[config.mk]
export PLATFORM = sky130hd
export DESIGN_NAME = vending_fsm_param_flat
export DESIGN_NICKNAME = d
export VERILOG_FILES = /design/src/rtl/vending_fsm_param_if.sv /design/src/rtl/vending_fsm_param.sv /design/src/flat_wrapper.sv
export SDC_FILE = /design/constraint.sdc
export NUM_CORES = 1
export LEC_CHECK = 0
export ABC_AREA = 1
export CAP_MARGIN = 40
export CORE_MARGIN = 1.5
export CORE_UTILIZATION = 50
export DETAILED_ROUTE_END_ITERATION = 10
export PLACE_DENSITY = 0.83
export SLEW_MARGIN = 20
export SYNTH_ARGS = -nofsm -noshare
export SYNTH_HDL_FRONTEND = slang
export SYNTH_SLANG_ARGS = --single-unit
[constraint.sdc]
create_clock -name clk -period 4.4 [get_ports clk]
set_input_delay 0.44 -clock clk [delete_from_list [all_inputs] [get_ports clk]]
set_output_delay 0.44 -clock clk [all_outputs]
set_load 0.005 [all_outputs]
[src/rtl/vending_fsm_param_if.sv]
// Vending controller bus: groups the front-end strobes (coin acceptor, keypad,
// cancel button) and the controller's responses (credit, affordability,
// dispense/change pulses, debug state).
//   master : front end / bench, drives coin, coin_valid, drink_choose,
//            choose_valid and cancel; observes everything else.
//   slave  : the controller, the mirror image.
interface vending_fsm_param_if #(
  parameter int COIN_W   = 32,
  parameter int N_DRINKS = 4,
  parameter int SEL_W    = 2
);
  logic [COIN_W-1:0]   coin;
  logic                coin_valid;
  logic [SEL_W-1:0]    drink_choose;
  logic                choose_valid;
  logic                cancel;
  logic [COIN_W-1:0]   total_coin;
  logic [N_DRINKS-1:0] affordable;
  logic                coin_reject;
  logic                choose_reject;
  logic [SEL_W-1:0]    drink_out;
  logic                drink_valid;
  logic [COIN_W-1:0]   change;
  logic                change_valid;
  logic [1:0]          state;

  modport master (
    output coin, coin_valid, drink_choose, choose_valid, cancel,
    input  total_coin, affordable, coin_reject, choose_reject,
           drink_out, drink_valid, change, change_valid, state
  );

  modport slave (
    input  coin, coin_valid, drink_choose, choose_valid, cancel,
    output total_coin, affordable, coin_reject, choose_reject,
           drink_out, drink_valid, change, change_valid, state
  );
endinterface

[src/rtl/vending_fsm_param.sv]
// Parametrised vending-machine controller.
// Accumulates coins (rejecting any that would exceed MAX_CREDIT), reports which
// drinks the current credit covers, dispenses an affordable selection and then
// returns the remaining credit as change. Cancel and an inactivity timeout both
// refund the full credit.
// Ports:
//   clk   : clock, all state updates on the rising edge
//   reset : synchronous, active-low (0 = reset)
//   bus   : vending_fsm_param_if slave modport (strobes in, credit/pulses out)
module vending_fsm_param #(
  parameter int                           COIN_W     = 32,
  parameter int                           N_DRINKS   = 4,
  parameter int                           SEL_W      = 2,
  parameter logic [N_DRINKS*COIN_W-1:0]   PRICES     = {32'd25, 32'd20, 32'd15, 32'd10},
  parameter int                           MAX_CREDIT = 100,
  parameter int                           TIMEOUT    = 1000
) (
  input  logic                  clk,
  input  logic                  reset,
  vending_fsm_param_if.slave    bus
);

  typedef enum logic [1:0] {
    COLLECT  = 2'd0,
    SELECT   = 2'd1,
    DISPENSE = 2'd2,
    CHANGE   = 2'd3
  } state_t;

  function automatic logic [COIN_W-1:0] min_price_f();
    logic [COIN_W-1:0] m;
    m = PRICES[COIN_W-1:0];
    for (int i = 1; i < N_DRINKS; i++) begin
      if (PRICES[i*COIN_W +: COIN_W] < m) m = PRICES[i*COIN_W +: COIN_W];
    end
    return m;
  endfunction

  localparam logic [COIN_W-1:0] MIN_PRICE = min_price_f();
  localparam logic [COIN_W:0]   MAX_CR    = (COIN_W+1)'(MAX_CREDIT);
  localparam logic [31:0]       TO_LAST   = (TIMEOUT > 0) ? 32'(TIMEOUT - 1) : 32'd0;

  state_t              state_q;
  logic [COIN_W-1:0]   total_q;
  logic [COIN_W-1:0]   change_q;
  logic [SEL_W-1:0]    drink_out_q;
  logic [SEL_W-1:0]    sel_q;
  logic [COIN_W-1:0]   price_q;
  logic                coin_reject_q;
  logic                choose_reject_q;
  logic                drink_valid_q;
  logic                change_valid_q;
  logic [31:0]         timer_q;

  logic [N_DRINKS-1:0] afford_w;
  logic [COIN_W:0]     sum_w;
  logic                coin_ok_w;
  logic                coin_bad_w;
  logic                sel_ok_w;
  logic [COIN_W-1:0]   sel_price_w;
  logic                idle_w;
  logic                timeout_w;
  logic [31:0]         timer_d;

  for (genvar gi = 0; gi < N_DRINKS; gi++) begin : g_afford
    assign afford_w[gi] = (total_q >= PRICES[gi*COIN_W +: COIN_W]);
  end

  // One extra bit on the sum so a large coin can never wrap past MAX_CREDIT.
  assign sum_w      = {1'b0, total_q} + {1'b0, bus.coin};
  assign coin_ok_w  = bus.coin_valid && (bus.coin != '0) && (sum_w <= MAX_CR);
  assign coin_bad_w = bus.coin_valid && (bus.coin != '0) && !(sum_w <= MAX_CR);

  // Out-of-range indices match no entry and so are never affordable.
  always_comb begin
    sel_ok_w    = 1'b0;
    sel_price_w = '0;
    for (int i = 0; i < N_DRINKS; i++) begin
      if (bus.drink_choose == SEL_W'(i)) begin
        sel_ok_w    = afford_w[i];
        sel_price_w = PRICES[i*COIN_W +: COIN_W];
      end
    end
  end

  // Any strobe counts as activity; ">=" rather than "==" keeps the refund
  // armed even if a rejected strobe let the timer step past the threshold.
  assign idle_w    = !bus.coin_valid && !bus.choose_valid && !bus.cancel;
  assign timeout_w = (TIMEOUT != 0) && (timer_q >= TO_LAST) && idle_w;
  assign timer_d   = (timer_q == 32'hFFFF_FFFF) ? timer_q : timer_q + 32'd1;

  always_ff @(posedge clk) begin
    if (!reset) begin
      state_q         <= COLLECT;
      total_q         <= '0;
      change_q        <= '0;
      drink_out_q     <= '0;
      sel_q           <= '0;
      price_q         <= '0;
      coin_reject_q   <= 1'b0;
      choose_reject_q <= 1'b0;
      drink_valid_q   <= 1'b0;
      change_valid_q  <= 1'b0;
      timer_q         <= '0;
    end else begin
      coin_reject_q   <= 1'b0;
      choose_reject_q <= 1'b0;
      drink_valid_q   <= 1'b0;
      change_valid_q  <= 1'b0;
      case (state_q)
        COLLECT: begin
          if (bus.choose_valid) choose_reject_q <= 1'b1;
          if (bus.cancel && total_q != '0) begin
            // Coin arriving with the refund would be lost; hand it back.
            if (bus.coin_valid) coin_reject_q <= 1'b1;
            state_q <= CHANGE;
            timer_q <= '0;
          end else begin
            if (coin_ok_w) total_q <= sum_w[COIN_W-1:0];
            if (coin_bad_w) coin_reject_q <= 1'b1;
            if (total_q >= MIN_PRICE) begin
              state_q <= SELECT;
              timer_q <= '0;
            end else if (coin_ok_w || bus.choose_valid) begin
              timer_q <= '0;
            end else if (total_q != '0) begin
              if (timeout_w) begin
                state_q <= CHANGE;
                timer_q <= '0;
              end else begin
                timer_q <= timer_d;
              end
            end
          end
        end
        SELECT: begin
          if (bus.cancel) begin
            if (bus.coin_valid)   coin_reject_q   <= 1'b1;
            if (bus.choose_valid) choose_reject_q <= 1'b1;
            state_q <= CHANGE;
            timer_q <= '0;
          end else if (bus.choose_valid && sel_ok_w) begin
            if (bus.coin_valid) coin_reject_q <= 1'b1;
            sel_q   <= bus.drink_choose;
            price_q <= sel_price_w;
            state_q <= DISPENSE;
            timer_q <= '0;
          end else begin
            if (bus.choose_valid) choose_reject_q <= 1'b1;
            if (coin_ok_w) total_q <= sum_w[COIN_W-1:0];
            if (coin_bad_w) coin_reject_q <= 1'b1;
            if (coin_ok_w || bus.choose_valid) begin
              timer_q <= '0;
            end else if (timeout_w) begin
              state_q <= CHANGE;
              timer_q <= '0;
            end else begin
              timer_q <= timer_d;
            end
          end
        end
        DISPENSE: begin
          if (bus.coin_valid)   coin_reject_q   <= 1'b1;
          if (bus.choose_valid) choose_reject_q <= 1'b1;
          drink_valid_q <= 1'b1;
          drink_out_q   <= sel_q;
          total_q       <= total_q - price_q;
          state_q       <= CHANGE;
          timer_q       <= '0;
        end
        default: begin // CHANGE
          if (bus.coin_valid)   coin_reject_q   <= 1'b1;
          if (bus.choose_valid) choose_reject_q <= 1'b1;
          change_q       <= total_q;
          change_valid_q <= 1'b1;
          total_q        <= '0;
          state_q        <= COLLECT;
          timer_q        <= '0;
        end
      endcase
    end
  end

  assign bus.total_coin    = total_q;
  assign bus.affordable    = afford_w;
  assign bus.coin_reject   = coin_reject_q;
  assign bus.choose_reject = choose_reject_q;
  assign bus.drink_out     = drink_out_q;
  assign bus.drink_valid   = drink_valid_q;
  assign bus.change        = change_q;
  assign bus.change_valid  = change_valid_q;
  assign bus.state         = state_q;

endmodule

[src/flat_wrapper.sv]
// flat-port wrapper written by rule: the top's interface ports become plain ports
module vending_fsm_param_flat 
#(
  parameter int                           COIN_W     = 32,
  parameter int                           N_DRINKS   = 4,
  parameter int                           SEL_W      = 2,
  parameter logic [N_DRINKS*COIN_W-1:0]   PRICES     = {32'd25, 32'd20, 32'd15, 32'd10},
  parameter int                           MAX_CREDIT = 100,
  parameter int                           TIMEOUT    = 1000
)
  (clk, reset, bus_coin, bus_coin_valid, bus_drink_choose, bus_choose_valid, bus_cancel, bus_total_coin, bus_affordable, bus_coin_reject, bus_choose_reject, bus_drink_out, bus_drink_valid, bus_change, bus_change_valid, bus_state);
  vending_fsm_param_if #(.COIN_W(COIN_W), .N_DRINKS(N_DRINKS), .SEL_W(SEL_W)) bus_i ();
  input  logic clk;
  input  logic reset;
  input wire logic [$bits(bus_i.coin)-1:0] bus_coin;
  input wire logic [$bits(bus_i.coin_valid)-1:0] bus_coin_valid;
  input wire logic [$bits(bus_i.drink_choose)-1:0] bus_drink_choose;
  input wire logic [$bits(bus_i.choose_valid)-1:0] bus_choose_valid;
  input wire logic [$bits(bus_i.cancel)-1:0] bus_cancel;
  output wire logic [$bits(bus_i.total_coin)-1:0] bus_total_coin;
  output wire logic [$bits(bus_i.affordable)-1:0] bus_affordable;
  output wire logic [$bits(bus_i.coin_reject)-1:0] bus_coin_reject;
  output wire logic [$bits(bus_i.choose_reject)-1:0] bus_choose_reject;
  output wire logic [$bits(bus_i.drink_out)-1:0] bus_drink_out;
  output wire logic [$bits(bus_i.drink_valid)-1:0] bus_drink_valid;
  output wire logic [$bits(bus_i.change)-1:0] bus_change;
  output wire logic [$bits(bus_i.change_valid)-1:0] bus_change_valid;
  output wire logic [$bits(bus_i.state)-1:0] bus_state;
  assign bus_i.coin = bus_coin;
  assign bus_i.coin_valid = bus_coin_valid;
  assign bus_i.drink_choose = bus_drink_choose;
  assign bus_i.choose_valid = bus_choose_valid;
  assign bus_i.cancel = bus_cancel;
  assign bus_total_coin = bus_i.total_coin;
  assign bus_affordable = bus_i.affordable;
  assign bus_coin_reject = bus_i.coin_reject;
  assign bus_choose_reject = bus_i.choose_reject;
  assign bus_drink_out = bus_i.drink_out;
  assign bus_drink_valid = bus_i.drink_valid;
  assign bus_change = bus_i.change;
  assign bus_change_valid = bus_i.change_valid;
  assign bus_state = bus_i.state;
  vending_fsm_param #(.COIN_W(COIN_W), .N_DRINKS(N_DRINKS), .SEL_W(SEL_W), .PRICES(PRICES), .MAX_CREDIT(MAX_CREDIT), .TIMEOUT(TIMEOUT)) u_core (.clk(clk), .reset(reset), .bus(bus_i));
endmodule
==> reports/results.tsv <==
metric	value	unit
leakage power	4.392	nW
endpoints failing setup	0	
PD cells	574.6	mW/mm2
setup bufs post-CTS	0	
DRC	0	
HP Class	reg2reg	
hold_buf cts	0	
worst skew pair latency	360	ps
initial drt markers	853	
slowest stage delay, CP	460	ps
Total Routed Length	25.44	mm
most frequent cells in the layout	330 x nand2_1, 197 x inv_1, 158 x nor2_1, 114 x clkdlybuf4s50_1, 111 x dfxtp_1	
Seq/Total Area, Yosys	26.31	%
syn_nets	1460	
fmax	280.5	MHz
crit path time final	3565	ps
via total after detailed routing	9346	
CTS root buf	clkbuf_16	
status	finished clean	
die footprint	0.01768	mm2
antenna violations before repair	0	
DRT antenna net count	0	
Final Net Count	1566	
Final period util	81.02	%
GR Overflow Total	0	
largest net degree at the start of global routing	35	
GPL Wtd Cong	0.9776	
Clock transition at path regs	80	ps
Relative slew margins	51.03	%
antenna cells	0	
worst-path fanout max	20	
Min-Delay Startpoint	u_core.price_q[2]	
worst vdd ir	0.3179	mV
CP Cell Sequence	clkdlybuf4s50_1 -> ha_1 -> fa_1 -> nand3_1 -> nand2_1 -> nand2_1 -> nand2_1 -> nand2_1 -> nand3_1 -> nor2_1 -> nand3_1 -> nor2_1 -> nand3_1 -> nor2_2 -> nand4_4 -> nand3_2 -> nor2_4 -> inv_2 -> nor2_1	
reg2reg end	u_core.timer_q[9]	
syn avg cell area	6.138	um2
Syn. warnings	0	
hpwl dp	19.94	mm
Place WS	470.2	ps
Initial Util	51.11	%
fin worst setup slack	835.3	ps
I/O pins	115	
Pre-Repair DR Iteration Count	5	
critical path arrival	3790	ps
CP max stage cell	fa_1	
Post-CTS Resized	0	
worst endpoint required time	4630	ps
Setup Skew	12.31	ps
R2R Path Start	u_core.bus.total_coin[0]	
IO buf count	114	
clock buffer depth	2	
top cell type's share of synthesized area	26.31	%
critical path endpoint category	register	
clk sink count	111	
Chip Height	133.0	um
Area growth syn-to-layout	19.63	%
Hold Vio Cnt, Final	0	
delay-heaviest family, CP	simple AND/OR/NAND/NOR gates	
Async S/R FF share, synth	0	%
RSZ-0062 raised after global routing	false	
setup total negative slack	0	ps
Worst-Margin Slew	733.8	ps
vias in the first global route	8531	
Max Slew Vio Count	0	
crit start category	input pin	
CTS buffer count	9	
core area	0.01652	mm2
critical path class	in2reg	
first-pass GRT wire length	41.32	mm
Min-Delay Path Depth	2	
synthesis-stage register bit count	111	
CTS tree	yes	
hold endpoint	u_core.price_q[2]	
Post-synth EDFFs	0	
htree depth	3	
die span in x	133.0	um
Synth area leaders	dfxtp_1 26%, nand2_1 15%, inv_1 8.8%, nor2_1 7.0%, ha_1 6.4%	
R2R setup slack	910	ps
Rows	47	
Via density	5.475	
Yosys top cell by area	dfxtp_1	
Post-Synthesis Cell Area	0.008446	mm2
WL per Instance	14.90	um
# Max-Cap Violations	0	
worst path bufs/invs	2	
gr usage total	28.70	%
Synth Flop Type	dfxtp_1	
Post-Syn Instances	1376	
most common cell after layout, fill and taps aside	nand2_1	
FF-to-FF path depth	18	
synth unique cells	51	
ratio of cells with drive above 1 in the final layout	6.187	%
[logic make-up after synthesis]
group | after synthesis | synth area share [%]
xor+xnor | 29 | 3.007
compound gates | 232 | 14.79
simple gates | 725 | 38.22
buf+inv | 234 | 10.83
flops | 111 | 26.31
fa+ha+maj | 45 | 6.845
[area by class of cell]
| class | count | area, um2 |
|---|---|---|
| Clock inverter | 7 | 86.33 |
| Fill cell | 1572 | 6421 |
| Multi-Input combinational cell | 1031 | 5309 |
| Timing Repair Buffer | 120 | 1201 |
| Tap cell | 220 | 275.3 |
| Clock buffer | 9 | 225.2 |
| Inverter | 209 | 784.5 |
| Sequential cell | 111 | 2222 |
[flip-flops by register name, summed over array words and instances (netlist names)]
name                      count
u_core.bus.drink_out          2
u_core.bus.drink_valid        1
u_core.bus.change            32
u_core.bus.state              2
u_core.bus.choose_reject      1
u_core.price_q                5
u_core.timer_q               32
u_core.sel_q                  2
u_core.bus.coin_reject        1
u_core.bus.total_coin        32
u_core.bus.change_valid       1
[how the worst max path moves through the flow]
stage / startpoint / to / slack, ps / cells past startpoint
finish: bus_coin[0] / u_core.timer_q[9] / 840 / 19
global route: bus_coin[0] / u_core.timer_q[31] / 570 / 19
CTS: bus_coin[0] / u_core.timer_q[30] / 860 / 19
detailed placement: bus_coin[0] / u_core.timer_q[28] / 470 / 19
global placement: bus_coin[0] / u_core.timer_q[9] / 550 / 19
floorplan: bus_coin[0] / u_core.bus.total_coin[13] / 1660 / 19
[per-stage QoR]
step | hold slack (ps) | cells | power, mW | area (um2) | util (%)
final | 467.1 | 1707 | 5.805 | 10100 | 61.14
after global routing | 494.5 | 1707 | 6.220 | 10100 | 61.14
after CTS | 467.2 | 1706 | 5.759 | 10090 | 61.05
after detailed placement | 455.8 | 1690 | 4.865 | 9777 | 59.17
after global placement | 454.1 | 1689 | 4.812 | 9762 | 59.07
after floorplan | 433.1 | 1376 | 3.706 | 8446 | -
[power breakdown]
part | leakage [nW] | switching [mW] | internal, mW | total [mW]
combinational | 3.34 | 2.22 | 1.31 | 3.53
clock | 0.156 | 0.412 | 0.457 | 0.869
sequential | 0.899 | 0.241 | 1.17 | 1.41
[cells in the mapped netlist (2+ instances only)]
cell type	number
fa_1	2
o21ai_1	15
nor3_2	2
and2_1	3
nand4_1	31
nand2_2	11
nand3_1	89
buf_2	2
o211ai_1	3
o22ai_1	3
a31oi_1	2
nand3b_1	5
buf_1	2
xnor2_1	9
or2_2	4
xor2_1	20
nor2_2	31
inv_2	9
a21o_1	2
o21ai_0	86
o21a_1	2
dfxtp_1	111
buf_6	4
inv_1	197
o21bai_1	4
nor2_1	158
nand3_2	2
clkbuf_1	16
a21oi_1	103
nor4_1	15
o2111ai_1	2
nand2_1	330
ha_1	43
clkinv_1	3
nor2_4	2
a21oi_2	3
nor3_1	36
[worst reg2reg max path: stages (launching register included)]
cell and delay [ps]:
dfxtp_1 410, ha_1 330, fa_1 460, nand3_1 120, nand2_1 120, nand2_1 120, nand2_1 110, nand2_1 70
nand3_1 60, nor2_1 110, nand3_1 120, nor2_1 160, nand3_1 100, nor2_2 150, nand4_4 210, nand3_2 180
nor2_4 70, inv_2 380, nor2_1 80
[per-layer routing]
metal	routed length, um	part of all wire, %	GRT usage, %
met5	0	0	0
met4	941	3.7	12.70
met3	1692	6.7	2.797
met2	11830	46	48.41
met1	10980	43	37.26
Note: power is estimated with default switching activity, not from simulation.
